$ cat config.mk
export PLATFORM = sky130hd
export DESIGN_NAME = serial_adder_ctrl_flat
export DESIGN_NICKNAME = d
export VERILOG_FILES = /design/src/rtl/serial_adder_ctrl_if.sv /design/src/rtl/serial_adder_ctrl.sv /design/src/flat_wrapper.sv
export SDC_FILE = /design/constraint.sdc
export NUM_CORES = 1
export LEC_CHECK = 0
export ABC_AREA = 1
export CORE_ASPECT_RATIO = 1.5
export CORE_UTILIZATION = 30
export CTS_BUF_LIST = sky130_fd_sc_hd__clkbuf_8
export DETAILED_ROUTE_END_ITERATION = 7
export PLACE_DENSITY_LB_ADDON = 0.08
export SLEW_MARGIN = 30
export SYNTH_ARGS = -nofsm -noshare
export SYNTH_HDL_FRONTEND = slang
export SYNTH_SLANG_ARGS = --single-unit
$ cat constraint.sdc
create_clock -name clk -period 1.3 [get_ports clk]
set_input_delay 0.26 -clock clk [delete_from_list [all_inputs] [get_ports clk]]
set_output_delay 0.26 -clock clk [all_outputs]
set_load 0.05 [all_outputs]
$ cat src/rtl/serial_adder_ctrl_if.sv
// Handshake and operand/result bundle for the bit-serial adder controller.
// master drives the request side, slave (the controller) returns the result.
interface serial_adder_ctrl_if #(
   parameter int WIDTH = 4
);
   logic             start;
   logic             sub;
   logic [WIDTH-1:0] a;
   logic [WIDTH-1:0] b;
   logic             busy;
   logic             done;
   logic [WIDTH-1:0] sum;
   logic             cout;
   logic             ovf;

   modport master (
      output start, sub, a, b,
      input  busy, done, sum, cout, ovf
   );

   modport slave (
      input  start, sub, a, b,
      output busy, done, sum, cout, ovf
   );
endinterface

$ cat src/rtl/serial_adder_ctrl.sv
// Bit-serial add/subtract sequencer: one full adder cell is reused LSB-first
// over WIDTH cycles, with the carry held in a flip-flop between bit positions.
module serial_adder_fa_cell (
   input  logic a,
   input  logic b,
   input  logic ci,
   output logic s,
   output logic co
);
   assign s  = a ^ b ^ ci;
   assign co = (a & b) | (ci & (a ^ b));
endmodule

module serial_adder_ctrl #(
   parameter int WIDTH = 4,
   parameter int CW    = 5
) (
   input logic                clk,
   input logic                rst,
   serial_adder_ctrl_if.slave bus
);
   typedef enum logic [1:0] {
      ST_IDLE = 2'd0,
      ST_RUN  = 2'd1,
      ST_DONE = 2'd2
   } state_t;

   state_t           state_r;
   logic [WIDTH-1:0] areg_r;
   logic [WIDTH-1:0] breg_r;
   logic [WIDTH-1:0] sum_r;
   logic [CW-1:0]    cnt_r;
   logic             carry_r;
   logic             busy_r;
   logic             done_r;
   logic             cout_r;
   logic             ovf_r;
   logic             fa_s_s;
   logic             fa_co_s;

   serial_adder_fa_cell u_fa (
      .a  (areg_r[0]),
      .b  (breg_r[0]),
      .ci (carry_r),
      .s  (fa_s_s),
      .co (fa_co_s)
   );

   // Sequencer: operand load, per-bit shift through the cell, result flags.
   always_ff @(posedge clk) begin
      if (rst) begin
         state_r <= ST_IDLE;
         areg_r  <= '0;
         breg_r  <= '0;
         sum_r   <= '0;
         cnt_r   <= '0;
         carry_r <= 1'b0;
         busy_r  <= 1'b0;
         done_r  <= 1'b0;
         cout_r  <= 1'b0;
         ovf_r   <= 1'b0;
      end else begin
         case (state_r)
            ST_IDLE: begin
               done_r <= 1'b0;
               if (bus.start) begin
                  // Subtraction is a + ~b + 1: invert b and seed the carry.
                  areg_r  <= bus.a;
                  breg_r  <= bus.sub ? ~bus.b : bus.b;
                  carry_r <= bus.sub;
                  cnt_r   <= '0;
                  sum_r   <= '0;
                  busy_r  <= 1'b1;
                  state_r <= ST_RUN;
               end else begin
                  busy_r  <= 1'b0;
                  state_r <= ST_IDLE;
               end
            end
            ST_RUN: begin
               sum_r   <= {fa_s_s, sum_r[WIDTH-1:1]};
               carry_r <= fa_co_s;
               areg_r  <= {1'b0, areg_r[WIDTH-1:1]};
               breg_r  <= {1'b0, breg_r[WIDTH-1:1]};
               cnt_r   <= cnt_r + CW'(1);
               if (cnt_r == CW'(WIDTH - 1)) begin
                  // carry_r here is the carry into the MSB position.
                  ovf_r   <= carry_r ^ fa_co_s;
                  cout_r  <= fa_co_s;
                  done_r  <= 1'b1;
                  state_r <= ST_DONE;
               end else begin
                  state_r <= ST_RUN;
               end
            end
            ST_DONE: begin
               done_r  <= 1'b0;
               busy_r  <= 1'b0;
               state_r <= ST_IDLE;
            end
            default: begin
               done_r  <= 1'b0;
               busy_r  <= 1'b0;
               state_r <= ST_IDLE;
            end
         endcase
      end
   end

   assign bus.busy = busy_r;
   assign bus.done = done_r;
   assign bus.sum  = sum_r;
   assign bus.cout = cout_r;
   assign bus.ovf  = ovf_r;
endmodule

$ cat src/flat_wrapper.sv
// flat-port wrapper written by rule: the top's interface ports become plain ports
module serial_adder_ctrl_flat 
#(
   parameter int WIDTH = 4,
   parameter int CW    = 5
)
  (clk, rst, bus_start, bus_sub, bus_a, bus_b, bus_busy, bus_done, bus_sum, bus_cout, bus_ovf);
  serial_adder_ctrl_if #(.WIDTH(WIDTH)) bus_i ();
  input logic clk;
  input logic rst;
  input wire logic [$bits(bus_i.start)-1:0] bus_start;
  input wire logic [$bits(bus_i.sub)-1:0] bus_sub;
  input wire logic [$bits(bus_i.a)-1:0] bus_a;
  input wire logic [$bits(bus_i.b)-1:0] bus_b;
  output wire logic [$bits(bus_i.busy)-1:0] bus_busy;
  output wire logic [$bits(bus_i.done)-1:0] bus_done;
  output wire logic [$bits(bus_i.sum)-1:0] bus_sum;
  output wire logic [$bits(bus_i.cout)-1:0] bus_cout;
  output wire logic [$bits(bus_i.ovf)-1:0] bus_ovf;
  assign bus_i.start = bus_start;
  assign bus_i.sub = bus_sub;
  assign bus_i.a = bus_a;
  assign bus_i.b = bus_b;
  assign bus_busy = bus_i.busy;
  assign bus_done = bus_i.done;
  assign bus_sum = bus_i.sum;
  assign bus_cout = bus_i.cout;
  assign bus_ovf = bus_i.ovf;
  serial_adder_ctrl #(.WIDTH(WIDTH), .CW(CW)) u_core (.clk(clk), .rst(rst), .bus(bus_i));
endmodule
After elaboration in Yosys (flattened, before gate mapping) --
Cells that the tools add are included.
Operators by class: equal/unequal tests 3, reduce and logical (&&, ||, !) cells 5, bitwise operators 8, multiplexer cells 16, $add $sub $neg 1
Operators with widths (number):
- one-hot mux 4 bit (2 select lines) | 3
- two-way mux 4 bit | 4
- one-hot mux 5 bit (2 select lines) | 1
- adder 5 x 1 -> 5 bit (second input constant) | 1
- equality test 5 x 2 -> 1 bit (second input constant) | 1
- two-way mux 5 bit | 1
- NOT 4 bit | 1
- one-hot mux 1 bit (2 select lines) | 2
- one-hot mux 2 bit (2 select lines) | 1
- AND reduction 2 bit | 2
- two-way mux 1 bit | 3
- bitwise XOR 1 bit | 3
- bitwise AND 1 bit | 2
- equality test 2 x 1 -> 1 bit (second input constant) | 1
- logical NOT 2 bit | 1
- two-way mux 2 bit | 1
- inequality test 2 bit (second input constant) | 1
- nonzero test 2 bit | 1
- OR reduction 2 bit | 1
- NOT 1 bit | 1
- bitwise OR 1 bit | 1
Storage, ports and cells: logic and storage cells 43, input bits 12, flip-flop bits (word level) 24, output and inout bits 8

Depth between registers and ports, before layout --
Gate-level depths: netlist of run 1.
depth in word-level cells 4, gate-level depth with buffers 8, mapped depth without buffers 8

By module --
Synthesis of run 1 repeated with hierarchy kept, for this count alone.
Unflattened totals: cell total of the unflattened synthesis 159, area, all modules 1108.6 um^2
By module, submodules not included:
- serial_adder_ctrl | area an instance 1088.5 um^2, cells each 158, instances 1, seq. area each 480.5 um^2
- serial_adder_fa_cell | area an instance 20.0 um^2, cells each 1, instances 1, seq. area each 0.0 um^2

Worst setup path before layout of run 1 --
No wires, ideal clock.
kind register to register, from register u_core.areg_r[0], to register u_core.ovf_r (netlist: u_core.bus.ovf), period minus slack after synthesis 1215 ps, data required time 1190 ps, arrival 1106 ps, path buffers 0, stages on the path, launching flop included 9, library setup time 110 ps, slack 85 ps, cells stage by stage dfxtp_1 inv_1 fa_1 inv_1 nand2_1 nand2_1 nand3_1 nand2_1 nor2_1
On the way: word-level cells in the longest chain between the ends 4, elaborated cells between the ends (all ways) 5, those cells by class bitwise (5)
RTL lines:
- start, declared | RTL line serial_adder_ctrl.sv:29 | logic [WIDTH-1:0] areg_r;
- start signal, assigned | RTL line serial_adder_ctrl.sv:68 | areg_r <= bus.a;
- start signal, assigned | RTL line serial_adder_ctrl.sv:83 | areg_r <= {1'b0, areg_r[WIDTH-1:1]};
- bitwise XOR 1 bit | RTL line serial_adder_ctrl.sv:11 | assign co = (a & b) | (ci & (a ^ b));
- bitwise AND 1 bit | RTL line serial_adder_ctrl.sv:11
- bitwise OR 1 bit (*) | RTL line serial_adder_ctrl.sv:11
- bitwise XOR 1 bit (*) | RTL line serial_adder_ctrl.sv:88 | ovf_r <= carry_r ^ fa_co_s;
- end signal, assigned | RTL line serial_adder_ctrl.sv:88
- end, declared | RTL line serial_adder_ctrl.sv:37 | logic ovf_r;
Every way passes the cells marked *; elsewhere a longest branch is shown, timed or not. A chain may end at the register's enable or synchronous reset.

Worst setup path in the final report of run 1 --
from register u_core.breg_r[0], to register u_core.ovf_r (netlist: u_core.bus.ovf)
On the way: word-level cells in the longest chain between the ends 4, elaborated cells between the ends (all ways) 5, those cells by class bitwise (5)
RTL lines:
- start, declared | RTL line serial_adder_ctrl.sv:30 | logic [WIDTH-1:0] breg_r;
- start signal, assigned | RTL line serial_adder_ctrl.sv:69 | breg_r <= bus.sub ? ~bus.b : bus.b;
- start signal, assigned | RTL line serial_adder_ctrl.sv:84 | breg_r <= {1'b0, breg_r[WIDTH-1:1]};
- bitwise XOR 1 bit | RTL line serial_adder_ctrl.sv:11
- bitwise AND 1 bit | RTL line serial_adder_ctrl.sv:11
- bitwise OR 1 bit (*) | RTL line serial_adder_ctrl.sv:11
- bitwise XOR 1 bit (*) | RTL line serial_adder_ctrl.sv:88
Marked as above.

==> run_results.csv, run 1 <==
group,metric,value,unit
worst_setup_path,slowest_stage,"fa_2",
floorplan,row_count,27,
synthesis,synth_area,1140,sq um
synthesis,synth_area_per_cell,6.93,sq um
power_and_ir_drop,switching_power,0.423,mW
synthesis,ys.flop_type,"dfxtp_1",
worst_setup_path,endpoint,"u_core.bus.ovf$_SDFFE_PP0P_",
clocking,htree_num_levels,1,
timing,finalSetupTns,0,ns
worst_setup_path,reg2regPathDepth,8,
power_and_ir_drop,p_int,1.17,mW
worst_setup_path,r2r_slack,0.09,ns
clocking,clock_sinks,24,
synthesis,synth_edf_count,0,
synthesis,synthArstFlopShare,0,%
worst_setup_path,r2r-start,"u_core.breg_r[0]$_SDFFE_PP0P_",
worst_setup_path,critPathLaunch,"u_core.breg_r[0]$_SDFFE_PP0P_",
power_and_ir_drop,vdd_drop_max,0.000618,V
floorplan,ios,20,
routing,drc,0,
timing,tightestPinTransition,0.292,ns
floorplan,dieWidth,52.4,um
timing,finalMaxSlewViolations,0,
clocking,cts_hold_buffers,0,
worst_setup_path,cp_cell_sequence,"inv_2, fa_2, inv_2, nand2_1, nand2_1, nand3_1, nand2_1, nor2_1",
min_path,holdCritPathClass,"reg -> reg",
cells_and_area,antenna_cells_inserted,0,
status,status,"finished, final reports clean",
synthesis,synth_top_area_cell,"dfxtp_1",
synthesis,ys_warn_count,0,
clocking,cts_root_buf,"clkbuf_8",
placement,dp_hpwl,2090,um
cells_and_area,fin_cells,239,
placement,port_buffers,19,
worst_setup_path,critical_path.max_fanout,3,
timing,setup_violations,0,
floorplan,start_util,31.3,%
routing,drtIter0Drc,14,
timing,clock-skew-final,0.00301,ns
clocking,cts_tree,"yes",
worst_setup_path,critical_path_required,1.47,ns
placement,dp.cells,235,
cells_and_area,design.final.nets,211,
synthesis,yosysSeqAreaShare,42.0,%
routing,wl_per_cell,10.9,um
synthesis,synth_cell_types,21,
global_route,grt_pass1_vias,1061,
cells_and_area,drive_gt1_share,21.4,%
power_and_ir_drop,pwr_density_cell,999,nW/um^2
worst_setup_path,critical-path-max-stage-delay,0.38,ns
cells_and_area,finish.utilization,43.8,%
clocking,insertion_delay,0.26,ns
global_route,grtUsageTotal,14.6,%
timing,rsz0062_at_grt,"true",
cells_and_area,layout_commonest_cell,"nand2_1",
floorplan,core_area,3650,sq um
worst_setup_path,rr_endpoint,"u_core.bus.ovf$_SDFFE_PP0P_",
timing,period_share,92.8,%
power_and_ir_drop,p_seq_share,50.0,%
routing,final_antenna_net_count,0,
timing,clock.fmax,0.829,GHz
global_route,overflow,0,
worst_setup_path,worstPathArrival,1.37,ns
global_route,grt_max_degree,18,
timing,finalCriticalPeriod,1.21,ns
floorplan,die_y,77.6,um
routing,vias_per_cell,4.47,
synthesis,ys_top_cells_by_area,"dfxtp_1 (42%), nand2_1 (21%), nand3_1 (5.7%)",
synthesis,yosys_register_bits,24,
placement,routabilityCongestion,0.793,
power_and_ir_drop,switching_share,26.5,%
routing,drt-total-wl,2600,um
clocking,cts_buffers,3,
cells_and_area,area_growth_syn_to_layout,39.6,%
global_route,grt_first_pass_wirelength,4480,um
cells_and_area,final_cell_mix,"nand2_1 (63), dfxtp_1 (23), nor2_1 (14), nand3_1 (13), inv_1 (12)",
global_route,antenna_found_initial,0,
power_and_ir_drop,power.share.clock,31.6,%
synthesis,synthCells,165,
timing,hold_viol,0,
timing,slew-limit-headroom,80.5,%
clocking,cts_buffer_depth,2,
synthesis,syn_nets,179,
floorplan,die_area,4070,sq um
power_and_ir_drop,p_leak,0.696,nW
routing,drt_pass1_iterations,4,
power_and_ir_drop,fin_total_pwr,1.59,mW
clocking,clkTransAtPathRegs,0.09,ns
worst_setup_path,worst_setup_path_start_kind,"flip-flop",
power_and_ir_drop,pwr-share-comb,18.4,%
routing,vias,1068,
synthesis,synth_top_area_share,42.0,%
worst_setup_path,end_kind,"flip-flop",
worst_setup_path,path_common_cell,"nand2_1",
worst_setup_path,critical_path_class,"reg -> reg",
job,maxCapViolations,0,
[worst min path at each step]
| stage | start | end | slack [ns] | cells past startpoint |
|---|---|---|---|---|
| after global routing | u_core.areg_r[1]$_SDFFE_PP0P_ | u_core.areg_r[1]$_SDFFE_PP0P_ | 0.48 | 2 |
| after detailed placement | u_core.areg_r[1]$_SDFFE_PP0P_ | u_core.areg_r[1]$_SDFFE_PP0P_ | 0.45 | 2 |
| final | u_core.areg_r[2]$_SDFFE_PP0P_ | u_core.areg_r[2]$_SDFFE_PP0P_ | 0.46 | 2 |
| after floorplan | rst | u_core.areg_r[0]$_SDFFE_PP0P_ | 0.33 | 1 |
| after global placement | u_core.areg_r[3]$_SDFFE_PP0P_ | u_core.areg_r[3]$_SDFFE_PP0P_ | 0.43 | 2 |
| after CTS | u_core.areg_r[2]$_SDFFE_PP0P_ | u_core.areg_r[2]$_SDFFE_PP0P_ | 0.46 | 2 |
[through the flow]
stage | hold slack (ns) | cell area [sq um] | worst slack [ns]
6_report | 0.460 | 1600 | 0.0930
5_1_grt | 0.482 | 1600 | -0.00130
4_1_cts | 0.463 | 1590 | 0.0615
3_5_place_dp | 0.449 | 1530 | -0.126
3_3_place_gp | 0.432 | 1530 | -0.0869
2_1_floorplan | 0.332 | 1140 | 0.0846
[power by group through the flow]
stage / clock, mW / sequential (mW) / combinational [mW]
floorplan: 0 / 0.826 / 0.150
global placement: 0 / 0.813 / 0.293
detailed placement: 0 / 0.813 / 0.295
CTS: 0.522 / 0.797 / 0.297
global route: 0.554 / 0.802 / 0.326
finish: 0.504 / 0.797 / 0.294
[flip-flops by register name, summed over array words and instances, names as in the netlist, 2 cells and up]
| register | cells |
|---|---|
| u_core.bus.sum | 4 |
| u_core.cnt_r | 5 |
| u_core.breg_r | 4 |
| u_core.areg_r | 4 |
| u_core.state_r | 2 |
[synthesized netlist by cell type, types with 2 or more instances]
cell type	count
a21oi_1	4
dfxtp_1	24
inv_1	14
inv_2	6
nand2_1	63
nand2_4	2
nand3_1	13
nand4_1	2
nor2_1	15
nor2_4	4
o21ai_0	3
o21ai_1	4
o22ai_1	2
xnor2_1	2
[worst max-delay path: cells and delay by family (launching register included)]
kind / cells / cell delay [ns]
fa+ha+maj: 1 / 0.38
flops: 1 / 0.34
simple gates: 5 / 0.28
buf+inv: 2 / 0.12
[kinds of logic after synthesis]
logic type	count (synthesis)	share of synthesized area, %
AO/OA/AOI/OAI	13	5.91
AND/OR/NAND/NOR	101	39.4
buffers and inverters	23	8.31
adder cells (fa/ha/maj)	2	2.84
flip-flops	24	42.0
XOR/XNOR	2	1.53
[timing repair]
item / in CTS / in global routing
cloned: 0 / 0
setup endpoints to repair: 2 / 2
pin swaps: 0 / 2
setup buffers: 0 / 0
resized for setup: 3 / 3
[per-layer routing]
layer,global-route usage [%],share of wire (%),up-vias
li1,-,-,571
met4,5.00,1.7,0
met2,25.7,54,12
met3,1.96,2.1,4
met5,0,0,-
met1,17.2,43,481
[layout make-up]
| cell class | count | area, sq um |
|---|---|---|
| clock buffers | 4 | 55.1 |
| inverters | 20 | 75.1 |
| multi-input cells | 118 | 578 |
| fillers | 384 | 2050 |
| well taps | 43 | 53.8 |
| flip-flops and latches | 24 | 482 |
| repair buffers | 30 | 353 |
Power figures use the tool's default switching activity.
==> run 2, diff against run 1 <==
==> constraint.sdc (replaced) <==
create_clock -name clk -period 1.4 [get_ports clk]
set_input_delay 0.28 -clock clk [delete_from_list [all_inputs] [get_ports clk]]
set_output_delay 0.28 -clock clk [all_outputs]
set_load 0.1 [all_outputs]
==> run 2 against run 1 <==
Compared with the run above: flip-flop and latch count did not move; final area shrank 0.16%; register-to-register slack improved by 0.09 ns; largest cell class unchanged; largest power group unchanged.
==> run_results.csv, run 2 (synthesized netlist as in run 1, its figures left out) <==
group,metric,value,unit
status,status,"finished, final reports clean",
worst_setup_path,slowest_stage,"fa_2",
routing,drt-total-wl,2660,um
clocking,cts_buffer_depth,2,
cells_and_area,final_cell_mix,"nand2_1 (63), dfxtp_1 (24), nor2_1 (14), inv_1 (13), nand3_1 (13)",
power_and_ir_drop,pwr_density_cell,901,nW/um^2
cells_and_area,layout_commonest_cell,"nand2_1",
floorplan,row_count,27,
worst_setup_path,critical_path_class,"reg -> reg",
timing,finalCriticalPeriod,1.21,ns
cells_and_area,antenna_cells_inserted,0,
worst_setup_path,worstPathArrival,1.38,ns
floorplan,die_area,4070,sq um
clocking,htree_num_levels,1,
timing,finalMaxSlewViolations,0,
routing,drt_pass1_iterations,4,
global_route,grt_pass1_vias,1057,
timing,hold_viol,0,
worst_setup_path,critical-path-max-stage-delay,0.40,ns
placement,routabilityCongestion,0.789,
placement,placed_cell_area,1520,sq um
clocking,clock_sinks,24,
power_and_ir_drop,vdd_drop_max,0.000387,V
worst_setup_path,path_buf_inv,2,
placement,port_buffers,19,
global_route,grt_max_degree,18,
cells_and_area,n_fill_cell,372,
worst_setup_path,path_common_cell,"nand2_1",
power_and_ir_drop,p_leak,0.691,nW
floorplan,die_y,77.6,um
worst_setup_path,end_kind,"flip-flop",
clocking,cts_tree,"yes",
clocking,insertion_delay,0.26,ns
clocking,cts_root_buf,"clkbuf_8",
clocking,clkTransAtPathRegs,0.08,ns
routing,wl_per_cell,11.2,um
routing,drtIter0Drc,40,
timing,tightestPinTransition,0.308,ns
floorplan,core_area,3650,sq um
power_and_ir_drop,fin_total_pwr,1.44,mW
global_route,grtUsageTotal,15.6,%
global_route,grt_first_pass_wirelength,4770,um
cells_and_area,design_area,1590,sq um
worst_setup_path,cp_cell_sequence,"inv_1, fa_2, inv_2, nand2_1, nand2_1, nand3_1, nand2_1, nor2_1",
cells_and_area,design.final.nets,211,
cells_and_area,largest_reg_flops,5,
cells_and_area,register_area,480,sq um
global_route,antenna_found_initial,0,
min_path,holdCritPathClass,"reg -> reg",
cells_and_area,area_growth_syn_to_layout,39.4,%
timing,setup_violations,0,
placement,dp_hpwl,2070,um
cells_and_area,multi_input_area,578,sq um
worst_setup_path,worst_setup_path_start_kind,"flip-flop",
routing,vias_per_cell,4.50,
timing,slew-limit-headroom,79.4,%
floorplan,start_util,31.3,%
worst_setup_path,critical_path_required,1.56,ns
routing,final_antenna_net_count,0,
routing,drc,0,
cells_and_area,finish.utilization,43.7,%
floorplan,ios,20,
cells_and_area,drive_gt1_share,20.0,%
timing,clock-skew-final,0.00199,ns
timing,period_share,86.6,%
worst_setup_path,critical-path-top-delay-family,"adder cells",
clocking,cts_buffers,3,
timing,whs,0.450,ns
placement,dp_slack,-0.0670,ns
timing,clock.fmax,0.825,GHz
global_route,overflow,0,
worst_setup_path,critical_path.max_fanout,3,
floorplan,dieWidth,52.4,um
routing,vias,1072,
cells_and_area,regMostFlops,"u_core.cnt_r",
job,maxCapViolations,0,
timing,rsz0062_at_grt,"false",
timing,layout_setup_ws,0.187,ns
[run 2: timing repair]
action | in CTS | in global routing
buffers inserted | 0 | 2
hold buffers | 0 | 0
endpoints found under the setup margin | 0 | 3
gates resized for setup | 0 | 4
[run 2: final cells by class]
class	count	share of cell area, %
Multi-Input combinational cell	118	36.3
Timing Repair Buffer	30	22.9
Clock buffer	3	2.59
Sequential cell	24	30.1
Inverter	20	4.71
Tap cell	43	3.38
[run 2: report_power, final]
part	switching (mW)	total [mW]	internal, mW
Sequential	0.0245	0.739	0.715
Combinational	0.173	0.308	0.135
Clock	0.197	0.389	0.192
[run 2: worst paths after layout]
check | start | end | slack, ns | cells past startpoint
max | u_core.areg_r[0]$_SDFFE_PP0P_ | u_core.bus.ovf$_SDFFE_PP0P_ | 0.19 | 8
min | u_core.areg_r[1]$_SDFFE_PP0P_ | u_core.areg_r[1]$_SDFFE_PP0P_ | 0.45 | 2
max reg2reg | u_core.areg_r[0]$_SDFFE_PP0P_ | u_core.bus.ovf$_SDFFE_PP0P_ | 0.19 | 8
min reg2reg | u_core.areg_r[1]$_SDFFE_PP0P_ | u_core.areg_r[1]$_SDFFE_PP0P_ | 0.45 | 2
[run 2: routing by layer]
metal | routed length [um] | vias to the layer above | share of wire (%) | global-route usage [%]
met2 | 1410 | 14 | 53 | 27.3
met5 | 0 | - | 0 | 0
li1 | - | 570 | - | -
met4 | 35 | 0 | 1.3 | 5.53
met1 | 1150 | 484 | 43 | 18.7
met3 | 66 | 4 | 2.5 | 1.76
[run 2: stage by stage]
stage          setup TNS (ns)  cells
6_report                    0    238
5_1_grt                     0    238
4_1_cts                     0    236
3_5_place_dp           -0.209    233
3_3_place_gp          -0.0145    233
2_1_floorplan               0    165
[run 2: worst min-delay path: stages (launching register included)]
cell and delay [ns]:
dfxtp_1 0.31, nand2_1 0.06, nand2_1 0.04
==> run 3, diff against run 2 <==
--- a/config.mk
+++ b/config.mk
@@ -7,9 +7,11 @@
 export LEC_CHECK = 0
 export ABC_AREA = 1
 export CORE_ASPECT_RATIO = 1.5
-export CORE_UTILIZATION = 30
+export CORE_UTILIZATION = 35
 export CTS_BUF_LIST = sky130_fd_sc_hd__clkbuf_8
+export CTS_CLUSTER_DIAMETER = 50
 export DETAILED_ROUTE_END_ITERATION = 7
+export GPL_TIMING_DRIVEN = 0
 export PLACE_DENSITY_LB_ADDON = 0.08
 export SLEW_MARGIN = 30
 export SYNTH_ARGS = -nofsm -noshare
==> run 3 against run 2 <==
Compared with the run above: clock skew grew 0.0025 ns; combinational power shrank 17%; die area shrank 14%; register-to-register slack lost 0.02 ns; count of clock-buffer cells in the layout grew 1; total power grew 1.8%; clock power grew 21%; routed wire length shrank 3.2%; non-clock buffer count shrank 9; critical path depth shrank 7; critical path type is now reg -> out; critical endpoint is now bus_sum[1]; largest power group unchanged.
==> run_results.csv, run 3 (synthesized netlist as in run 1, its figures left out) <==
group,metric,value,unit
routing,wl_per_cell,11.4,um
clocking,clock_sinks,24,
placement,dp_hpwl,1980,um
worst_setup_path,critical_path_class,"reg -> out",
worst_setup_path,critical_path.max_fanout,3,
clocking,clkTransAtPathRegs,0.08,ns
global_route,grt_first_pass_wirelength,4400,um
worst_setup_path,critPathLaunch,"u_core.bus.sum[1]$_SDFFE_PP0P_",
floorplan,start_util,36.6,%
clocking,insertion_delay,0.27,ns
routing,final_antenna_net_count,0,
min_path,holdCritPathClass,"reg -> reg",
global_route,grt_max_degree,14,
worst_setup_path,end_kind,"primary output",
global_route,grt_most_used_layer,"met2",
routing,drc,0,
power_and_ir_drop,p_seq_share,50.5,%
worst_setup_path,r2r-start,"u_core.cnt_r[0]$_SDFFE_PP0P_",
timing,period_share,97.2,%
clocking,htree_num_levels,1,
worst_setup_path,worst_setup_path_start_kind,"flip-flop",
cells_and_area,n_fill_cell,343,
power_and_ir_drop,pwr_density_cell,1050,nW/um^2
placement,dp.cells,223,
timing,clock-skew-final,0.00445,ns
clocking,post_cts_buffers,0,
global_route,use_met1,17.8,%
global_route,gr-usage-met2,31.2,%
worst_setup_path,path_buf_inv,1,
timing,finalCriticalPeriod,1.36,ns
worst_setup_path,cp_cell_sequence,"buf_2",
clocking,cts_buffer_depth,2,
cells_and_area,area_growth_syn_to_layout,22.3,%
clocking,cts_tree,"yes",
floorplan,die_y,72.0,um
power_and_ir_drop,pwr-share-comb,17.5,%
worst_setup_path,critical_path_required,1.12,ns
power_and_ir_drop,power.share.clock,32.0,%
timing,finalSetupTns,0,ns
clocking,cts_hold_buffers,0,
cells_and_area,regMostFlops,"u_core.cnt_r",
power_and_ir_drop,p_int,1.05,mW
worst_setup_path,slowest_stage,"buf_2",
status,status,"finished, final reports clean",
worst_setup_path,worstPathArrival,1.08,ns
worst_setup_path,critical-path-top-delay-family,"buffers and inverters",
worst_setup_path,critical-path-max-stage-delay,0.44,ns
floorplan,row_count,25,
floorplan,die_area,3500,sq um
routing,drt-total-wl,2580,um
clocking,cts_root_buf,"clkbuf_8",
timing,hold_viol,0,
min_path,worstHoldStart,"u_core.bus.busy$_SDFFE_PP0N_",
global_route,grt_pass1_vias,1029,
placement,routabilityCongestion,0.764,
global_route,antenna_found_initial,0,
global_route,grtUsageTotal,16.9,%
floorplan,dieWidth,48.7,um
timing,clock.fmax,0.735,GHz
job,maxCapViolations,0,
power_and_ir_drop,switching_power,0.408,mW
power_and_ir_drop,p_leak,0.626,nW
floorplan,ios,20,
timing,tightestPinTransition,0.486,ns
cells_and_area,design.final.nets,202,
power_and_ir_drop,vdd_drop_max,0.000499,V
cells_and_area,design_area,1400,sq um
global_route,overflow,0,
timing,whs,0.454,ns
placement,port_buffers,18,
cells_and_area,antenna_cells_inserted,0,
cells_and_area,layout_commonest_cell,"nand2_1",
cells_and_area,drive_gt1_share,16.6,%
placement,placed_cell_area,1370,sq um
cells_and_area,final_cell_mix,"nand2_1 (63), dfxtp_1 (24), nor2_1 (14), inv_1 (13), nand3_1 (13)",
timing,rsz0062_at_grt,"false",
timing,slew-limit-headroom,67.8,%
clocking,cts_buffers,3,
cells_and_area,fin_cells,227,
power_and_ir_drop,switching_share,27.9,%
floorplan,core_area,3130,sq um
routing,drtIter0Drc,26,
timing,finalMaxSlewViolations,0,
routing,drt_pass1_iterations,4,
power_and_ir_drop,fin_total_pwr,1.46,mW
routing,vias_per_cell,4.54,
cells_and_area,largest_reg_flops,5,
routing,vias,1030,
timing,setup_violations,0,
global_route,grtUsageMet3,2.10,%
==> run 3: cell types whose count changed in the layout (fill, tap and decap cells not counted), sizes merged <==
cell | before | now
buf | 19 | 9
clkbuf | 3 | 6
clkdlybuf4s50 | 11 | 10
==> run 3: what timing repair did <==
action,CTS,global route
gates cloned,0,0
gates resized for setup,41,4
endpoints found under the setup margin,8,4
==> run 3: layout make-up <==
class / count / area, sq um / area share (%)
Inverter: 20 / 75.1 / 5.37
Clock buffer: 4 / 55.1 / 3.94
Buffer: 3 / 22.5 / 1.61
Multi-Input combinational cell: 118 / 573 / 41.0
Sequential cell: 24 / 480 / 34.3
Timing Repair Buffer: 18 / 143 / 10.2
Tap cell: 40 / 50.0 / 3.58
==> run 3: metrics by stage <==
stage | utilization, % | setup slack (ns)
2_1_floorplan | - | 0.103
3_3_place_gp | 43.9 | -0.404
3_5_place_dp | 43.9 | -0.409
4_1_cts | 44.5 | 0.0381
5_1_grt | 44.7 | 0.00145
6_report | 44.7 | 0.0391
==> run 3: power groups by stage <==
stage                     logic (mW)  registers, mW  clock network [mW]
after floorplan                0.139          0.786                   0
after global placement         0.258          0.752                   0
after detailed placement       0.258          0.754                   0
after CTS                      0.256          0.738               0.478
after global routing           0.286          0.741               0.509
final                          0.256          0.738               0.469
==> run 3: metal layers <==
metal,share of wire (%),vias to the layer above
li1,-,559
met1,43,441
met4,3.1,0
met5,0,-
met2,51,23
met3,2.8,7
==> run 3: final timing paths <==
check	end	slack, ns	cells after the start
setup / recovery	bus_sum[1]	0.04	1
hold / removal	u_core.bus.busy$_SDFFE_PP0N_	0.45	2
setup reg to reg	u_core.bus.cout$_SDFFE_PP0P_	0.17	7
hold reg to reg	u_core.bus.busy$_SDFFE_PP0N_	0.45	2
